File: src/rtl/pcie_reset_seq.sv
// pcie_reset_seq: PCIe reset sequencer.
//
// Synchronises and glitch-filters the board PERST#, merges it with a software
// reset request, holds everything in reset until the inputs have been quiet for
// HOLD_CYCLES cycles, and then releases NUM_STAGES active-low resets in index
// order, STAGE_DELAY cycles apart. Stage 0 feeds the hard IP npor.
//
// Ports:
//   clk          fabric clock
//   reset        synchronous active-high block reset
//   perst_n      asynchronous board PERST#, active low
//   sw_reset     synchronous software reset request (level or pulse)
//   pin_perst    synchronised, unfiltered PERST#
//   rst_n        per-stage active-low resets, thermometer-coded from bit 0
//   ready        high when every stage is released (state RUN)
//   state        0 = HOLD, 1 = RELEASE, 2 = RUN
//   reset_count  saturating count of reset events seen outside HOLD

module pcie_reset_seq #(
    parameter int NUM_STAGES    = 3,
    parameter int SYNC_DEPTH    = 2,
    parameter int FILTER_CYCLES = 4,
    parameter int HOLD_CYCLES   = 16,
    parameter int STAGE_DELAY   = 8
) (
    input  logic                  clk,
    input  logic                  reset,
    input  logic                  perst_n,
    input  logic                  sw_reset,
    output logic                  pin_perst,
    output logic [NUM_STAGES-1:0] rst_n,
    output logic                  ready,
    output logic [1:0]            state,
    output logic [7:0]            reset_count
);

    // Each counter only ever needs to hold its terminal value (N-1).
    localparam int FILT_W = (FILTER_CYCLES > 1) ? $clog2(FILTER_CYCLES) : 1;
    localparam int HOLD_W = (HOLD_CYCLES > 1)   ? $clog2(HOLD_CYCLES)   : 1;
    localparam int DLY_W  = (STAGE_DELAY > 1)   ? $clog2(STAGE_DELAY)   : 1;

    localparam logic [FILT_W-1:0]     FILT_MAX   = FILT_W'(FILTER_CYCLES - 1);
    localparam logic [HOLD_W-1:0]     HOLD_MAX   = HOLD_W'(HOLD_CYCLES - 1);
    localparam logic [DLY_W-1:0]      DLY_MAX    = DLY_W'(STAGE_DELAY - 1);
    localparam logic [NUM_STAGES-1:0] FIRST_MASK = NUM_STAGES'(1);

    typedef enum logic [1:0] {
        ST_HOLD    = 2'd0,
        ST_RELEASE = 2'd1,
        ST_RUN     = 2'd2
    } state_t;

    state_t                state_q;
    logic [SYNC_DEPTH-1:0] sync_q;
    logic [FILT_W-1:0]     filt_cnt;
    logic [HOLD_W-1:0]     hold_cnt;
    logic [DLY_W-1:0]      dly_cnt;

    logic                  perst_s;
    logic                  perst_trig;
    logic                  trigger;
    logic                  quiet;
    logic [NUM_STAGES-1:0] next_mask;

    assign perst_s    = sync_q[SYNC_DEPTH-1];
    assign pin_perst  = perst_s;
    assign state      = state_q;

    // filt_cnt counts earlier consecutive low samples, so the current low
    // sample completes the run when the counter has reached FILTER_CYCLES-1.
    assign perst_trig = ~perst_s & (filt_cnt == FILT_MAX);
    assign trigger    = perst_trig | sw_reset;

    // The hold uses the raw synchronised pin: any low sample restarts it.
    assign quiet      = perst_s & ~sw_reset;

    // NOTE: every signal assigned in a combinational block gets a default
    // first, so no path through the block can leave it holding (a latch).
    always_comb begin
        next_mask    = rst_n << 1;
        next_mask[0] = 1'b1;
    end

    // NOTE: reset is synchronous here, so it is simply the highest-priority
    // branch inside the clocked block; there is no reset in the sensitivity list.
    always_ff @(posedge clk) begin
        if (reset) begin
            sync_q      <= '0;
            filt_cnt    <= '0;
            hold_cnt    <= '0;
            dly_cnt     <= '0;
            state_q     <= ST_HOLD;
            rst_n       <= '0;
            ready       <= 1'b0;
            reset_count <= '0;
        end else begin
            // NOTE: all state here uses non-blocking assignments so every flop
            // samples the pre-edge values, independent of statement order.
            sync_q <= {sync_q[SYNC_DEPTH-2:0], perst_n};

            // The glitch filter runs in every state; it saturates at its
            // terminal value while the pin stays low.
            if (perst_s) begin
                filt_cnt <= '0;
            end else if (filt_cnt != FILT_MAX) begin
                filt_cnt <= filt_cnt + 1'b1;
            end

            case (state_q)
                ST_HOLD: begin
                    rst_n   <= '0;
                    ready   <= 1'b0;
                    dly_cnt <= '0;
                    if (!quiet) begin
                        // A trigger here only restarts the hold; it is not a
                        // new reset event, so reset_count is left alone.
                        hold_cnt <= '0;
                    end else if (hold_cnt == HOLD_MAX) begin
                        hold_cnt <= '0;
                        rst_n    <= FIRST_MASK;
                        if (&FIRST_MASK) begin
                            // Single stage: releasing stage 0 finishes the job.
                            state_q <= ST_RUN;
                            ready   <= 1'b1;
                        end else begin
                            state_q <= ST_RELEASE;
                        end
                    end else begin
                        hold_cnt <= hold_cnt + 1'b1;
                    end
                end

                ST_RELEASE, ST_RUN: begin
                    if (trigger) begin
                        // Checked before the release step so that a trigger on
                        // a scheduled release edge wins.
                        state_q  <= ST_HOLD;
                        rst_n    <= '0;
                        ready    <= 1'b0;
                        hold_cnt <= '0;
                        dly_cnt  <= '0;
                        if (reset_count != 8'hFF) begin
                            reset_count <= reset_count + 8'd1;
                        end
                    end else if (state_q == ST_RELEASE) begin
                        if (dly_cnt == DLY_MAX) begin
                            dly_cnt <= '0;
                            rst_n   <= next_mask;
                            if (&next_mask) begin
                                state_q <= ST_RUN;
                                ready   <= 1'b1;
                            end
                        end else begin
                            dly_cnt <= dly_cnt + 1'b1;
                        end
                    end
                end

                default: begin
                    state_q  <= ST_HOLD;
                    rst_n    <= '0;
                    ready    <= 1'b0;
                    hold_cnt <= '0;
                    dly_cnt  <= '0;
                end
            endcase
        end
    end

endmodule

File: config.mk
export PLATFORM = sky130hd
export DESIGN_NAME = pcie_reset_seq
export DESIGN_NICKNAME = d
export VERILOG_FILES = /design/src/rtl/pcie_reset_seq.sv
export SDC_FILE = /design/constraint.sdc
export NUM_CORES = 1
export LEC_CHECK = 0
export ABC_AREA = 1
export BUFFER_PORTS_ARGS = -buffer_cell sky130_fd_sc_hd__buf_2
export CAP_MARGIN = 15
export CORE_AREA = 3 3 76 78
export CTS_CLUSTER_SIZE = 40
export DETAILED_ROUTE_END_ITERATION = 8
export DIE_AREA = 0 0 79 81
export PLACE_DENSITY = 0.42
export REMOVE_ABC_BUFFERS = 1
export SYNTH_ARGS = -nofsm -noshare
export SYNTH_HDL_FRONTEND = slang
export SYNTH_SLANG_ARGS = --single-unit
File: constraint.sdc
create_clock -name clk -period 1.75 [get_ports clk]
set_input_delay 0 -clock clk [delete_from_list [all_inputs] [get_ports clk]]
set_output_delay 0 -clock clk [all_outputs]
set_load 0.005 [all_outputs]
==> results.txt <==
DR pass1 iterations -> 4
Final Wtd Congestion -> 0.732
DRC -> 0
Routed WL -> 2780 um
Max IR drop VDD -> 0.346 mV
max incr delay on CP -> 410 ps
Initial DRC Count -> 35
Final Hold Slack -> 87.4 ps
worst-path fanout max -> 6
crit-path cells -> inv_1 -> ha_1 -> inv_2 -> nor2_8 -> nand2_2 -> o21ai_1 -> nor2_1
WL/cell -> 10.1 um
Crit path max-delay family -> flip-flops
die outline width -> 79 um
clock power share -> 35.4%
top-area cell type share of the netlist area -> 38.8%
number of global-route vias before repair -> 1083
endpoint class of the critical path -> register
Buf/Inv on CP -> 2
relative slew slack -> 79.1%
Post-layout nets -> 217
Post-synth EDFFs -> 0
Ports -> 19
synthesis-stage register bit count -> 25
Reg2Reg Capture Point -> reset_count[1]
Min-Delay Path Depth -> 2
Net Sw Frac -> 22.7%
layout cells sized above 1 -> 16.7%
Syn Inst Count -> 182
f_max -> 673 MHz
via count -> 1139
critical path data required time -> 1920 ps
number of antenna cells inserted -> 0
synth top area cells -> dfxtp_1, nand2_1, ha_1
Critical Path Slowest Stage Cell -> dfxtp_1
Worst-Skew Late Latency -> 270 ps
status -> complete, no violations
reg2reg path depth -> 7
hold endpoint -> sync_q[0]
Int Pwr -> 760 uW
CTS tree -> done
H-tree depth -> 1
async set-or-reset flop fraction in the synthesized netlist -> 0%
total CTS buffers -> 3
Sink Count -> 25
Final Hold Viols -> 0
Slew @ Worst Pin -> 312 ps
Root Driver -> clkbuf_8
maximum capacitance violations -> 0
gr usage total -> 9.40%
most frequent cell after synthesis -> nand2_1
clk_skew -> 2.85 ps
fill count -> 622
min-delay src -> reset
period utilisation layout -> 84.9%
Site Rows -> 26
synth warn -> 0
max-slew violation count -> 0
core area -> 5140 um^2
Syn Area/Cell -> 7.09 um^2
RR Startpoint -> state[0]
PD cells -> 647 nW/um^2
Max clock buf depth -> 2
Worst R2R Setup Slack -> 260 ps
WS Path Type -> register to register
minimum clock period -> 1490 ps
leakage -> 0.673 nW
cell taking the most area after synthesis -> dfxtp_1
Seq/Total Area, Yosys -> 38.8%
setup TNS -> 0 ps
Setup crit start kind -> register
I/O Buffers -> 18
P&R area growth vs syn -> 17.7%
Initial Utilization -> 25.1%
Clock Pin Slew Worst Setup and Hold Paths -> 90 ps
sequential share of power -> 59.4%
initial antenna violation count -> 0
RSZ-0062 raised after global routing -> false
Die Y -> 81 um
Sw Pwr -> 223 uW
Logic pwr share -> 5.3%
most frequent cells after synthesis -> nand2_1, dfxtp_1, nor2_1
synthesized cell area -> 1290 um^2
post-route ant nets -> 0
DP HPWL -> 2120 um
largest net degree at the start of global routing -> 15
most common flop cell mapped by yosys -> dfxtp_1
Worst Path Arrival -> 1660 ps
setup violators final -> 0
Distinct cells, synth -> 20
die area -> 6400 um^2
via density per instance -> 4.16
global route total overflow -> 0
first-pass GRT wire length -> 4820 um
Worst Hold Class -> input pin to register
sequential cells by signal, indices dropped and copies added (netlist names):
name and count:
filt_cnt 2, sync_q 2, state 2, ready 1, rst_n 3, reset_count 8, hold_cnt 4, dly_cnt 3
area by class of cell:
type / instances / area [um^2] / area share [%]
Multi-Input combinational cell: 132 / 697 / 45.8
Timing Repair Buffer: 19 / 100 / 6.58
Clock buffer: 4 / 45.0 / 2.96
Tap cell: 70 / 87.6 / 5.76
Inverter: 24 / 90.1 / 5.93
Sequential cell: 25 / 500 / 32.9
worst max-delay path by stage:
stage,start,slack (ps),cells past startpoint,end
after floorplan,state[0],380,7,reset_count[1]
after global placement,state[1],290,7,reset_count[1]
after detailed placement,state[1],270,7,reset_count[1]
after CTS,state[1],260,7,reset_count[1]
after global routing,state[1],80,8,reset_count[6]
final,state[0],260,7,reset_count[1]
power groups by stage:
stage	clock network, mW	registers [mW]	logic [mW]
6_report	0.348	0.584	0.0517
5_1_grt	0.388	0.585	0.0605
4_1_cts	0.383	0.584	0.0529
3_5_place_dp	0	0.597	0.0509
3_3_place_gp	0	0.597	0.0516
2_1_floorplan	0	0.596	0.0339
routing by layer:
| layer | vias up | part of all wire [%] | track usage (%) |
|---|---|---|---|
| met3 | 2 | 4.5 | 3.10 |
| met5 | - | 0 | 0 |
| li1 | 623 | - | - |
| met4 | 0 | 0.43 | 1.55 |
| met2 | 19 | 44 | 15.4 |
| met1 | 495 | 51 | 12.3 |
timing repair:
item | in CTS | in global routing
hold buffers | 1 | 0
setup buffers | 0 | 0
gates resized for setup | 0 | 0
endpoints found under the hold margin | 1 | 0
metrics by stage:
| stage | cells | power, mW | instance area [um^2] | setup WS, ps | utilization [%] |
|---|---|---|---|---|---|
| after floorplan | 181 | 0.630 | 1290 | 378 | - |
| after global placement | 269 | 0.649 | 1470 | 286 | 28.5 |
| after detailed placement | 269 | 0.648 | 1470 | 267 | 28.5 |
| after CTS | 274 | 1.02 | 1520 | 257 | 29.6 |
| after global routing | 274 | 1.03 | 1520 | 81.2 | 29.6 |
| final | 274 | 0.983 | 1520 | 264 | 29.6 |
cell usage in the layout, fill, tap and decap left out:
| cell type | count |
|---|---|
| nand2_1 | 47 |
| nor2_4 | 1 |
| o21ai_1 | 4 |
| xnor2_1 | 2 |
| nand3_2 | 1 |
| nor3_1 | 1 |
| nor2_1 | 20 |
| nor2_8 | 1 |
| dfxtp_1 | 25 |
| clkbuf_8 | 3 |
| nand2_4 | 1 |
| a21oi_1 | 17 |
| ha_1 | 8 |
| inv_2 | 6 |
| o21ai_0 | 1 |
| xor2_1 | 3 |
| inv_1 | 18 |
| buf_2 | 18 |
| dlygate4sd3_1 | 1 |
| nand4_1 | 4 |
| nand2_2 | 3 |
| nand3_1 | 18 |
| clkbuf_1 | 1 |
kinds of logic after synthesis:
family | share of synthesized area (%)
compound gates | 8.53
buf+inv | 7.27
xor+xnor | 3.39
simple gates | 34.3
flops | 38.8
fa+ha+maj | 7.75
No activity file was read; power rests on OpenSTA's default activity.
